--- src/rtl/ctl_pkg.sv ---
// ctl_pkg: shared trigger FSM states and default timing for the light-gun control blocks
package ctl_pkg;
    typedef enum logic [1:0] {WAIT_RELEASE, IDLE, FLASH, COOLDOWN} trigger_state_t;
    localparam int CLK_HZ               = 65_000_000;
    localparam int DEBOUNCE_CYCLES_DEF  = 650_000;
    localparam int FLASH_CYCLES_DEF     = 1_083_333;
    localparam int COOLDOWN_CYCLES_DEF  = 16_250_000;
    function automatic int max2(input int a, input int b);
        return (a > b) ? a : b;
    endfunction
endpackage

--- src/rtl/ctl_debounce.sv ---
// ctl_debounce: 2-FF synchronizer followed by a stability counter that only accepts long-lived level changes
module ctl_debounce
    import ctl_pkg::*;
#(
    parameter int DEBOUNCE_CYCLES = DEBOUNCE_CYCLES_DEF
) (
    input  logic clk,
    input  logic rst,
    input  logic sig_raw,
    output logic sig_db
);
    localparam int CW = $clog2(DEBOUNCE_CYCLES + 1);
    logic [1:0]    sync_q;
    logic [CW-1:0] cnt_q, cnt_d;
    logic          db_q, db_d;
    logic          diff, hit;
    // Count consecutive disagreeing samples; flip the level on the edge the count would reach the threshold
    always_comb begin
        diff  = sync_q[1] != db_q;
        hit   = cnt_q == CW'(DEBOUNCE_CYCLES - 1);
        cnt_d = (!diff || hit) ? '0 : cnt_q + CW'(1);
        db_d  = (diff && hit) ? ~db_q : db_q;
    end
    // Synchronizer, counter and debounced level all cleared by rst only
    always_ff @(posedge clk) begin
        if (rst) begin
            sync_q <= '0;
            cnt_q  <= '0;
            db_q   <= 1'b0;
        end else begin
            sync_q <= {sync_q[0], sig_raw};
            cnt_q  <= cnt_d;
            db_q   <= db_d;
        end
    end
    assign sig_db = db_q;
endmodule

--- src/rtl/ctl_trigger.sv ---
// ctl_trigger: turns a bouncy trigger into one shot per pull with flash window, cooldown and dry-fire click
module ctl_trigger
    import ctl_pkg::*;
#(
    parameter int DEBOUNCE_CYCLES = DEBOUNCE_CYCLES_DEF,
    parameter int FLASH_CYCLES    = FLASH_CYCLES_DEF,
    parameter int COOLDOWN_CYCLES = COOLDOWN_CYCLES_DEF
) (
    input  logic clk,
    input  logic rst,
    input  logic reset_score,
    input  logic trigger_raw,
    input  logic no_ammo,
    output logic shot_fired,
    output logic shot_flash,
    output logic click_empty,
    output logic trigger_ready
);
    localparam int TW = $clog2(max2(FLASH_CYCLES, COOLDOWN_CYCLES) + 1);
    trigger_state_t state_q;
    logic [TW-1:0]  timer_q;
    logic           shot_q, flash_q, click_q, ready_q;
    logic           db;
    ctl_debounce #(.DEBOUNCE_CYCLES(DEBOUNCE_CYCLES)) u_db (
        .clk     (clk),
        .rst     (rst),
        .sig_raw (trigger_raw),
        .sig_db  (db)
    );
    // Trigger FSM with one shared down-counter; outputs are registered alongside the state they belong to
    always_ff @(posedge clk) begin
        if (rst || reset_score) begin
            state_q <= WAIT_RELEASE;
            timer_q <= '0;
            shot_q  <= 1'b0;
            flash_q <= 1'b0;
            click_q <= 1'b0;
            ready_q <= 1'b0;
        end else begin
            shot_q  <= 1'b0;
            click_q <= 1'b0;
            case (state_q)
                WAIT_RELEASE: begin
                    if (!db) begin
                        state_q <= IDLE;
                        ready_q <= 1'b1;
                    end
                end
                IDLE: begin
                    if (db) begin
                        ready_q <= 1'b0;
                        if (no_ammo) begin
                            state_q <= WAIT_RELEASE;
                            click_q <= 1'b1;
                        end else begin
                            state_q <= FLASH;
                            shot_q  <= 1'b1;
                            flash_q <= 1'b1;
                            timer_q <= TW'(FLASH_CYCLES - 1);
                        end
                    end
                end
                FLASH: begin
                    if (timer_q == '0) begin
                        state_q <= COOLDOWN;
                        flash_q <= 1'b0;
                        timer_q <= TW'(COOLDOWN_CYCLES - 1);
                    end else begin
                        timer_q <= timer_q - TW'(1);
                    end
                end
                COOLDOWN: begin
                    if (timer_q == '0) state_q <= WAIT_RELEASE;
                    else timer_q <= timer_q - TW'(1);
                end
                default: state_q <= WAIT_RELEASE;
            endcase
        end
    end
    assign shot_fired    = shot_q;
    assign shot_flash    = flash_q;
    assign click_empty   = click_q;
    assign trigger_ready = ready_q;
endmodule

--- config.mk ---
export PLATFORM = sky130hd
export DESIGN_NAME = ctl_trigger
export DESIGN_NICKNAME = d
export VERILOG_FILES = /design/src/rtl/ctl_pkg.sv /design/src/rtl/ctl_debounce.sv /design/src/rtl/ctl_trigger.sv
export SDC_FILE = /design/constraint.sdc
export NUM_CORES = 1
export LEC_CHECK = 0
export BUFFER_PORTS_ARGS = -buffer_cell sky130_fd_sc_hd__buf_4
export CAP_MARGIN = 20
export CORE_MARGIN = 5
export CORE_UTILIZATION = 45
export DETAILED_ROUTE_END_ITERATION = 16
export GPL_TIMING_DRIVEN = 1
export MAX_ROUTING_LAYER = met4
export SYNTH_ARGS = -nofsm -noshare
export SYNTH_HDL_FRONTEND = slang
export SYNTH_SLANG_ARGS = --single-unit
--- constraint.sdc ---
create_clock -name clk -period 2.5 [get_ports clk]
set_input_delay 0.5 -clock clk [delete_from_list [all_inputs] [get_ports clk]]
set_output_delay 0.5 -clock clk [all_outputs]
set_load 0.05 [all_outputs]
Yosys cells after proc, flatten, opt, wreduce, memory -nomap -nowiden:

Index checks and enable logic that the tools add are counted.

* $add $sub $neg: 2
* equality and inequality tests: 11
* multiplexer cells: 20
* bitwise logic cells: 2
* reductions and logical operators: 15

Operators by type and width (count)
* $mux 24: 4
* $pmux 24 s3: 1
* $logic_not 24->1: 1
* $sub 24x1->24 const B: 1
* $add 20x1->20 const B: 1
* $eq 20x20->1 const B: 1
* $reduce_and 4->1: 3
* $mux 2: 5
* $ne 2x2->1 const B: 5
* $pmux 2 s4: 1
* $mux 1: 7
* $eq 2x2->1 const B: 2
* $pmux 1 s2: 2
* $reduce_bool 2->1: 2
* $reduce_and 3->1: 1
* $reduce_bool 3->1: 1
* $reduce_or 3->1: 1
* $eq 2x1->1 const B: 1
* $logic_not 2->1: 1
* $logic_or 1x1->1: 2
* $ne 2x1->1 const B: 1
* $not 1->1: 2
* $reduce_or 2->1: 1
* $logic_and 1x1->1: 1
* other kinds (2): 2

* register bits after elaboration: 53
* input bits: 5
* output and inout port bits: 4
* word-level logic and storage cells: 59

Logic depth before layout (Yosys ltp):

Gate-level depths: netlist of run 1.

* depth after elaboration: 4
* gate-level depth with buffers: 8
* mapped depth without buffers: 7

Hierarchy:

From an unflattened synthesis of run 1, not the netlist that was laid out.

* cell total of the unflattened synthesis: 321
* area, all modules: 2716.4 um2

Modules (own cells, without submodules)
* ctl_trigger: instances 1, cells an instance 207, area an instance 1697.9 um2, seq. area each 600.6 um2
* ctl_debounce: instances 1, cells an instance 114, area an instance 1018.5 um2, seq. area each 460.4 um2

Least setup slack after synthesis of run 1:

Ideal clock, no wire load.

* path type: flip-flop to flip-flop
* start: register timer_q[8]
* end: register timer_q[20]
* setup time: 0.096 ns
* arrival time: 2.496 ns
* data required time: 2.404 ns
* setup slack: -0.092 ns
* cell stages (with the launch flop): 7
* path buffers: 1
* clock period less this slack: 2.592 ns
* path through: dfxtp_1 -> or4_4 -> or4_4 -> buf_6 -> or4_4 -> or4b_1 -> o311ai_1

* word-level cells in the longest chain between the ends: 3
* elaborated cells between the ends (all ways): 7
* classes of those cells: add/sub: 1; eq/ne: 1; mux: 3; reduce/logical: 2

Ends and longest elaborated chain
* from (decl): RTL line ctl_trigger.sv:21 `logic [TW-1:0] timer_q;`
* from (signal assigned): RTL line ctl_trigger.sv:59 `timer_q <= TW'(FLASH_CYCLES - 1);`
* from (signal assigned): RTL line ctl_trigger.sv:67 `timer_q <= TW'(COOLDOWN_CYCLES - 1);`
* from (signal assigned): RTL line ctl_trigger.sv:69 `timer_q <= timer_q - TW'(1);`
* $sub 24x1->24 or $logic_not 24->1 (tied branches)
* $mux 24, or another cell as far along: RTL line ctl_trigger.sv:73 `if (timer_q == '0) state_q <= WAIT_RELEASE;`
* $pmux 24 s3 or $reduce_and 4->1 (tied branches)

Several ways; a longest one is shown, not always the timed one. The select of a mux whose other input is x is not followed.
A chain may end at the register's enable or synchronous reset.

Worst setup path after layout of run 1:

* start: register timer_q[6]
* end: register timer_q[20]

The elaborated chain is that of the path after synthesis.

==> results.yml, run 1 <==
outcome:
  outcome: "finished with violations"
  violations: "negative setup slack"
power:
  powerDensity_nw_per_um2: 440.6
  p_total_mw: 1.420
  pwr-share-clk_pct: 36.3
  pwr-share-comb_pct: 3.7
  swShare_pct: 23.04
  internal_power_mw: 1.093
  leakage_nw: 1.254
  ir_worst_vdd_mv: 0.2592
  p_sw_uw: 327.2
  seqPwrFrac_pct: 60.0
floorplanning:
  rows: 28
  die_h_um: 87.87
  initial_core_util_pct: 46.09
  ios: 9
  core_um2: 5921
  chipWidth_um: 87.87
  dieArea_um2: 7721
layout:
  nFillCells: 565
  drive_gt1_share_pct: 18.03
  design_area_um2: 3223
  nNetsFinal: 373
  final_util_pct: 54.44
  syn_to_final_growth_pct: 18.11
  diodes: 0
synthesis:
  avgSynthCellArea_um2: 8.345
  syn_inst: 327
  synth-edff-count: 0
  ys_seq_area_share_pct: 38.88
  synth_ff_type: "dfxtp_1"
  async_flop_share_pct: 0
  yosysTopAreaCell: "dfxtp_1"
  ys_seq_elements: 53
  yosysWarningCount: 0
  synth.top_cell.area_share_pct: 38.88
  yosysUniqueCellTypes: 56
  mappedNetlistArea_um2: 2729
  synth_nets: 335
  synth.area.top_cells: "dfxtp_1 (39%), nor2_1 (6.5%), nand3_1 (4.0%), xnor2_1 (3.2%), xor2_1 (3.2%)"
global_routing:
  grt_max_degree: 23
  gr-total-overflow: 0
  grt_pass1_vias: 2390
  grt_pass1_wl_um: 11660
  antenna_found_initial: 0
  track_usage_pct: 19.67
drt:
  num_vias: 2616
  drcViolationCount: 0
  wl_per_cell_um: 15.78
  ant_nets: 0
  vias_per_cell: 5.932
  dr.pass1.iters: 4
  wl_um: 6959
  drt_iter0_drc: 196
worst_setup_path:
  crit_arrival_ns: 2.72
  start_kind: "flop"
  crit_path_max_fanout: 2
  regToRegSetupSlack_ns: -0.002
  crit_type: "reg2reg"
  critPathRequiredTime_ns: 2.72
  critPathCaptureType: "flop"
cts:
  post_cts_buffers: 0
  cts_tree: "yes"
  path_clk_slew_ns: 0.10
  numCtsBuffers: 5
  cts_root_buffer: "clkbuf_8"
  cts_sinks: 53
  cts_buffer_depth: 2
  clock_latency_ns: 0.31
  htreeDepth: 2
timing:
  fmax_mhz: 399.6
  tightest_slew_ns: 0.8684
  post-route-period-util_pct: 100.1
  drv_slew: 0
  layout_min_cycle_time_ns: 2.502
  finalSetupTns_ns: -0.002381
  rsz0062_at_grt: "yes"
  whs_ns: 0.3689
  slew_headroom_pct: 41.84
  finalSetupViolations: 1
  fin_worst_skew_ns: 0.01329
  fin_ws_ns: -0.002381
  hold_violations: 0
place:
  routabilityCongestion: 0.9398
  dp_hpwl_um: 5109
  port_buffers: 8
  postPlaceCellArea_um2: 3099
worst_hold_path:
  worst_hold_path_type: "in2reg"
run:
  maxCapViolations: 0
sequential cells by signal, summed over array words and instances, names as in the netlist, named ones only:
| name | cells |
|---|---|
| click_empty | 1 |
| timer_q | 24 |
| u_db.sig_db | 1 |
| trigger_ready | 1 |
| u_db.sync_q | 2 |
| shot_flash | 1 |
| u_db.cnt_q | 20 |
| shot_fired | 1 |
| state_q | 1 |
worst max-delay path, cell delays in order (launching register included):
cell and delay (ns):
dfxtp_1 0.32, or4_4 0.55, or4_4 0.50, or4_4 0.49, or4b_1 0.48, o311ai_1 0.08
cells by family (layout without fill, tap and decap cells):
| family | count (synthesis) | in the layout | synth area share [%] |
|---|---|---|---|
| simple gates | 152 | 152 | 29.48 |
| flops | 53 | 53 | 38.88 |
| xor+xnor | 20 | 20 | 6.419 |
| mux | 2 | 2 | 0.7794 |
| compound gates | 71 | 71 | 19.17 |
| buf+inv | 26 | 65 | 3.897 |
| fa+ha+maj | 3 | 3 | 1.376 |
cells in the final DEF, fill, tap and decap left out, types with 4 or more instances in the layout:
cell type	count
a221o_1	4
o31ai_1	5
nand4_1	8
nor2_1	47
a31oi_1	4
o31a_1	4
nand2_1	18
or4_1	8
or3_1	5
o21ai_0	11
nor3_1	11
a21oi_1	13
nand3_1	22
or4_4	4
inv_1	12
nor4_1	10
dfxtp_1	52
xnor2_1	10
xor2_1	10
buf_4	44
clkbuf_8	6
through the flow:
| step | instances | setup slack (ns) |
|---|---|---|
| after floorplan | 327 | -0.07747 |
| after global placement | 433 | -0.03987 |
| after detailed placement | 433 | 0.02695 |
| after CTS | 441 | 0.002166 |
| after global routing | 441 | -0.04810 |
| final | 441 | -0.002381 |
layout make-up:
| cell class | count | area [um2] | area share [%] |
|---|---|---|---|
| Clock inverter | 2 | 13.76 | 0.4270 |
| Inverter | 12 | 45.04 | 1.398 |
| Timing Repair Buffer | 45 | 341.6 | 10.60 |
| Clock buffer | 6 | 82.58 | 2.562 |
| Multi-Input combinational cell | 248 | 1584 | 49.15 |
| Sequential cell | 53 | 1062 | 32.96 |
| Tap cell | 75 | 93.84 | 2.911 |
per-layer routing:
layer | wire [um] | vias up | track usage, %
li1 | - | 1305 | -
met1 | 3131 | 1244 | 23.67
met2 | 3404 | 55 | 33.15
met3 | 298 | 12 | 3.857
met4 | 124 | 0 | 5.858
met5 | 0 | - | -
final timing paths:
check | start | depth (start not counted) | to
setup / recovery | timer_q[6] | 5 | timer_q[20]
hold / removal | rst | 2 | u_db.sync_q[1]
setup reg to reg | timer_q[6] | 5 | timer_q[20]
hold reg to reg | u_db.sync_q[0] | 1 | u_db.sync_q[1]
cells in the mapped netlist, drive strengths merged, types with 3 or more instances:
cell and number:
nor3 12, o41ai 3, or4 12, nor4 11, nand3 22, xnor2 10
dfxtp 53, o31a 4, clkbuf 10, buf 4, a311oi 3, or3 5
inv 12, nand4 8, a221o 4, a21oi 13, xor2 10, o31ai 6
o21ai 12, and3 3, o311ai 3, a211oi 3, nor2b 3, nand2 18
a31oi 4, ha 3, nor2 47
what timing repair did:
item	in CTS	in global routing
endpoints found under the hold margin	0	0
endpoints found under the setup margin	2	8
pin swaps	0	1
resized for setup	1	7
hold buffers	0	0
power by group through the flow:
| stage | clock, mW | combinational, mW | sequential, mW |
|---|---|---|---|
| 6_report | 0.516 | 0.0528 | 0.852 |
| 5_1_grt | 0.568 | 0.0570 | 0.853 |
| 4_1_cts | 0.535 | 0.0507 | 0.852 |
| 3_5_place_dp | 0 | 0.0504 | 0.871 |
| 3_3_place_gp | 0 | 0.0507 | 0.871 |
| 2_1_floorplan | 0 | 0.0255 | 0.872 |
No activity file was read; power rests on OpenSTA's default activity.
==> run 2, diff against run 1 <==
BUFFER_PORTS_ARGS = -buffer_cell sky130_fd_sc_hd__buf_2   (was -buffer_cell sky130_fd_sc_hd__buf_4)
==> run 2 against run 1 <==
The run now ends clean. Total power grew 5.8%. Sequential power hardly changed. Setup slack improved by 0.013 ns. Core utilization up 0.99 points. Wire length grew 1.6%. Critical path depth unchanged. Non-clock buffer count is 8 higher. Clock skew shrank 0.0042 ns. Critical endpoint unchanged. Largest cell class unchanged.
==> results.yml, run 2 (same netlist as run 1, synthesis figures left out) <==
drt:
  num_vias: 2601
  vias_per_cell: 5.793
  wl_um: 7070
  drcViolationCount: 0
  ant_nets: 0
  wl_per_cell_um: 15.75
  drt_iter0_drc: 140
  dr.pass1.iters: 4
worst_setup_path:
  critPathCaptureType: "flop"
  start_kind: "flop"
  crit_type: "reg2reg"
  regToRegSetupSlack_ns: 0.01
  reg2reg_from: "timer_q[10]"
  worstReg2RegEnd: "timer_q[20]"
  r2r_cells: 5
  crit_arrival_ns: 2.71
  crit_path_max_fanout: 3
  critPathRequiredTime_ns: 2.72
worst_hold_path:
  whs_endpoint: "u_db.sync_q[0]"
  min_from: "trigger_raw"
  hold_depth: 2
  worst_hold_path_type: "in2reg"
timing:
  finalSetupTns_ns: 0
  hold_violations: 0
  post-route-period-util_pct: 99.56
  drv_slew: 0
  tightest_slew_ns: 0.6603
  slew_headroom_pct: 55.81
  layout_min_cycle_time_ns: 2.489
  whs_ns: 0.4063
  fin_worst_skew_ns: 0.009122
  finalSetupViolations: 0
  rsz0062_at_grt: "yes"
  fmax_mhz: 401.8
global_routing:
  top_usage_layer: "met2"
  grt_pass1_wl_um: 11800
  grt_pass1_vias: 2448
  grt_max_degree: 21
  antenna_found_initial: 0
  grtUsageMet2_pct: 33.29
  gr-total-overflow: 0
  met1_usage_pct: 24.86
  track_usage_pct: 19.69
  grt_use_met3_pct: 3.104
floorplanning:
  core_um2: 5921
  dieArea_um2: 7721
  rows: 28
  die_h_um: 87.87
  ios: 9
  initial_core_util_pct: 46.09
  chipWidth_um: 87.87
cts:
  clock_latency_ns: 0.30
  cts_buffer_depth: 2
  cts-hold-fix-buffers: 0
  path_clk_slew_ns: 0.11
  cts_root_buffer: "clkbuf_8"
  cts_sinks: 53
  numCtsBuffers: 5
  cts_tree: "yes"
  htreeDepth: 2
layout:
  syn_to_final_growth_pct: 20.27
  final_util_pct: 55.43
  nNetsFinal: 381
  top_register: "timer_q"
  nFillCells: 578
  layout_common_cells: "dfxtp_1 (52), nor2_1 (47), buf_4 (45)"
  largest_register_ff_count: 24
  top_regs: "timer_q: 24 flops, u_db.cnt_q: 20 flops, u_db.sync_q: 2 flops"
  drive_gt1_share_pct: 20.32
  layout_commonest_cell: "dfxtp_1"
  diodes: 0
place:
  port_buffers: 8
  dp_hpwl_um: 5236
  routabilityCongestion: 0.9125
power:
  powerDensity_nw_per_um2: 457.7
  ir_worst_vdd_mv: 0.3538
  leakage_nw: 1.293
  p_total_mw: 1.502
outcome:
  outcome: "finished clean"
run:
  maxCapViolations: 0
run 2: changes by cell type in the layout (fill, tap and decap cells not counted), sizes merged:
| cell | before | now |
|---|---|---|
| buf | 45 | 53 |
| bufinv | 0 | 1 |
| clkbuf | 6 | 5 |
| clkinv | 2 | 1 |
| inv | 12 | 13 |
run 2: final cells by class:
cell class / instances / area [um2] / area share, %
well taps: 75 / 93.84 / 2.859
clock inverters: 3 / 43.79 / 1.334
clock buffers: 5 / 68.82 / 2.097
repair buffers: 53 / 377.9 / 11.51
flip-flops and latches: 53 / 1062 / 32.37
multi-input cells: 248 / 1590 / 48.46
inverters: 12 / 45.04 / 1.372
run 2: per-stage QoR:
step	std cells	setup slack, ns	cell area, um2
finish	449	0.01101	3282
floorplan	327	-0.07747	2729
detailed placement	441	0.008191	3139
global placement	441	0.01174	3139
global route	449	-0.03283	3282
CTS	449	0.002425	3252
run 2: worst max-delay path, stage by stage, from the launching register on:
cell and delay, ns:
dfxtp_1 0.32, or4_4 0.54, or4_4 0.50, or4_4 0.49, or4b_1 0.47, o311ai_1 0.08
run 2: worst max-delay path by stage:
stage                           start     endpoint  slack, ns  cells after the start
final                     timer_q[10]  timer_q[20]       0.01                      5
after global routing      timer_q[10]  timer_q[20]      -0.03                      5
after CTS                  timer_q[6]  timer_q[20]      0.002                      5
after detailed placement   timer_q[6]  timer_q[20]      0.008                      5
after global placement    timer_q[20]   timer_q[0]       0.01                      7
after floorplan            timer_q[6]  timer_q[20]      -0.08                      6
run 2: report_power, final:
group          leakage, nW  total [mW]  switching, mW  internal (mW)
logic                0.806      0.0519         0.0325         0.0194
registers            0.428       0.851        0.00386          0.847
clock network       0.0585       0.599          0.298          0.301
run 2: layer usage:
layer	vias to the layer above	part of all wire (%)
met5	-	0
met4	0	0.41
met3	2	4.0
met2	47	50
met1	1234	46
li1	1318	-
run 2: repair_timing:
action,4_1_cts,5_1_grt
endpoints found under the setup margin,0,14
endpoints found under the hold margin,0,0
setup buffers,0,0
resized for setup,0,6
==> run 3, diff against run 2 <==
--- a/config.mk
+++ b/config.mk
@@ -7,7 +7,8 @@
 export LEC_CHECK = 0
 export BUFFER_PORTS_ARGS = -buffer_cell sky130_fd_sc_hd__buf_2
-export CAP_MARGIN = 20
+export CAP_MARGIN = 5
 export CORE_MARGIN = 5
 export CORE_UTILIZATION = 45
+export CTS_BUF_LIST = sky130_fd_sc_hd__clkbuf_16
 export DETAILED_ROUTE_END_ITERATION = 16
 export GPL_TIMING_DRIVEN = 1
==> constraint.sdc (replaced) <==
create_clock -name clk -period 2.5 [get_ports clk]
set_input_delay 0.5 -clock clk [delete_from_list [all_inputs] [get_ports clk]]
set_output_delay 0.5 -clock clk [all_outputs]
set_load 0.02 [all_outputs]
==> run 3 against run 2 <==
Wire length about the same. Final cell count unchanged. Design area up 1.6%. First-iteration DRC count down 13%. Total power up 13%. Sequential power about the same. Die area unchanged. Combinational power down 4.0%. Via count up 0.35%. Clock power up 33%. Clock skew down 0.0020 ns. Critical endpoint unchanged. Largest power group unchanged.
==> results.yml, run 3 (same netlist as run 1, synthesis figures left out) <==
timing:
  rsz0062_at_grt: "yes"
  finalSetupViolations: 0
  fin_worst_skew_ns: 0.007080
  tightest_slew_ns: 0.6972
  whs_ns: 0.4246
  fmax_mhz: 401.0
  post-route-period-util_pct: 99.76
  slew_headroom_pct: 53.35
  drv_slew: 0
  hold_violations: 0
  layout_min_cycle_time_ns: 2.494
floorplanning:
  initial_core_util_pct: 46.09
  die_h_um: 87.87
  dieArea_um2: 7721
  ios: 9
  core_um2: 5921
  rows: 28
  chipWidth_um: 87.87
worst_setup_path:
  reg2reg_from: "timer_q[6]"
  critPathCaptureType: "flop"
  crit_type: "reg2reg"
  worstReg2RegEnd: "timer_q[20]"
  start_kind: "flop"
  startpoint: "timer_q[6]"
  regToRegSetupSlack_ns: 0.006
  r2r_cells: 5
  crit_arrival_ns: 2.69
  crit_path_max_fanout: 3
  critPathRequiredTime_ns: 2.70
layout:
  top_register: "timer_q"
  layout_common_cells: "dfxtp_1 (53), nor2_1 (47), buf_4 (45)"
  layout_commonest_cell: "dfxtp_1"
  stdcell_count: 449
  largest_register_ff_count: 24
  diodes: 0
  syn_to_final_growth_pct: 22.24
  nNetsFinal: 381
  top_regs: "timer_q: 24 flops, u_db.cnt_q: 20 flops, u_db.sync_q: 2 flops"
  multi_input_area_um2: 1589
  nFillCells: 569
  final_util_pct: 56.34
  design_area_um2: 3336
  regArea_um2: 1061
  drive_gt1_share_pct: 20.05
drt:
  wl_um: 7065
  drt_iter0_drc: 122
  ant_nets: 0
  vias_per_cell: 5.813
  dr.pass1.iters: 4
  wl_per_cell_um: 15.73
  num_vias: 2610
  drcViolationCount: 0
power:
  powerDensity_nw_per_um2: 508.2
  leakage_nw: 1.323
  ir_worst_vdd_mv: 0.6103
place:
  dpl.cell_count: 441
  port_buffers: 8
  dp_hpwl_um: 5236
  routabilityCongestion: 0.9125
  postPlaceCellArea_um2: 3139
global_routing:
  gr-total-overflow: 0
  met1_usage_pct: 25.20
  grt_max_degree: 21
  top_usage_layer: "met2"
  grt_pass1_vias: 2435
  grt_pass1_wl_um: 11850
  track_usage_pct: 19.87
  antenna_found_initial: 0
  grtUsageMet2_pct: 32.60
  grt_use_met3_pct: 3.198
cts:
  cts_tree: "yes"
  clock_latency_ns: 0.29
  numCtsBuffers: 5
  cts_buffer_depth: 2
  path_clk_slew_ns: 0.07
  cts_sinks: 53
  cts_root_buffer: "clkbuf_16"
  htreeDepth: 2
worst_hold_path:
  worst_hold_path_type: "in2reg"
  whs_endpoint: "u_db.sync_q[0]"
  hold_depth: 2
  min_from: "trigger_raw"
run:
  maxCapViolations: 0
outcome:
  outcome: "finished clean"
run 3: worst max-delay path by stage:
stage                        endpoint  cells after the start
after floorplan           timer_q[20]                      6
after global placement     timer_q[0]                      7
after detailed placement  timer_q[20]                      5
after CTS                 timer_q[20]                      5
after global routing      timer_q[19]                      7
final                     timer_q[20]                      5
run 3: where the power goes:
part	switching (mW)	internal [mW]	total, mW
Combinational	0.0304	0.0194	0.0498
Sequential	0.00401	0.847	0.851
Clock	0.319	0.475	0.794
run 3: cell type report:
type / count / share of cell area [%]
inverters: 12 / 1.350
clock buffers: 5 / 3.751
multi-input cells: 248 / 47.64
clock inverters: 3 / 1.313
repair buffers: 53 / 11.33
flip-flops and latches: 53 / 31.81
well taps: 75 / 2.813
run 3: metal layers:
layer	vias to the layer above	share of wire, %
met1	1220	46
met3	9	4.3
met2	58	48
met5	-	0
li1	1323	-
met4	0	1.3
run 3: critical path, stage by stage, from the launching register on:
cell	delay, ns
dfxtp_1	0.31
or4_4	0.55
or4_4	0.51
or4_4	0.49
or4b_1	0.47
o311ai_1	0.08
run 3: stage by stage:
step	power, mW	worst slack (ns)	TNS, ns
floorplan	0.8953	-0.07747	-0.07747
global placement	0.9195	0.01174	0
global route	1.761	-0.05031	-0.1368
detailed placement	0.9195	0.008191	0
CTS	1.712	0.005718	0
finish	1.695	0.006006	0
run 3: repair_timing:
item                                    CTS  global route
buffers inserted                          0             0
endpoints found under the setup margin    0            14
endpoints found under the hold margin     0             0
hold buffers                              0             0
resized for setup                         0             5
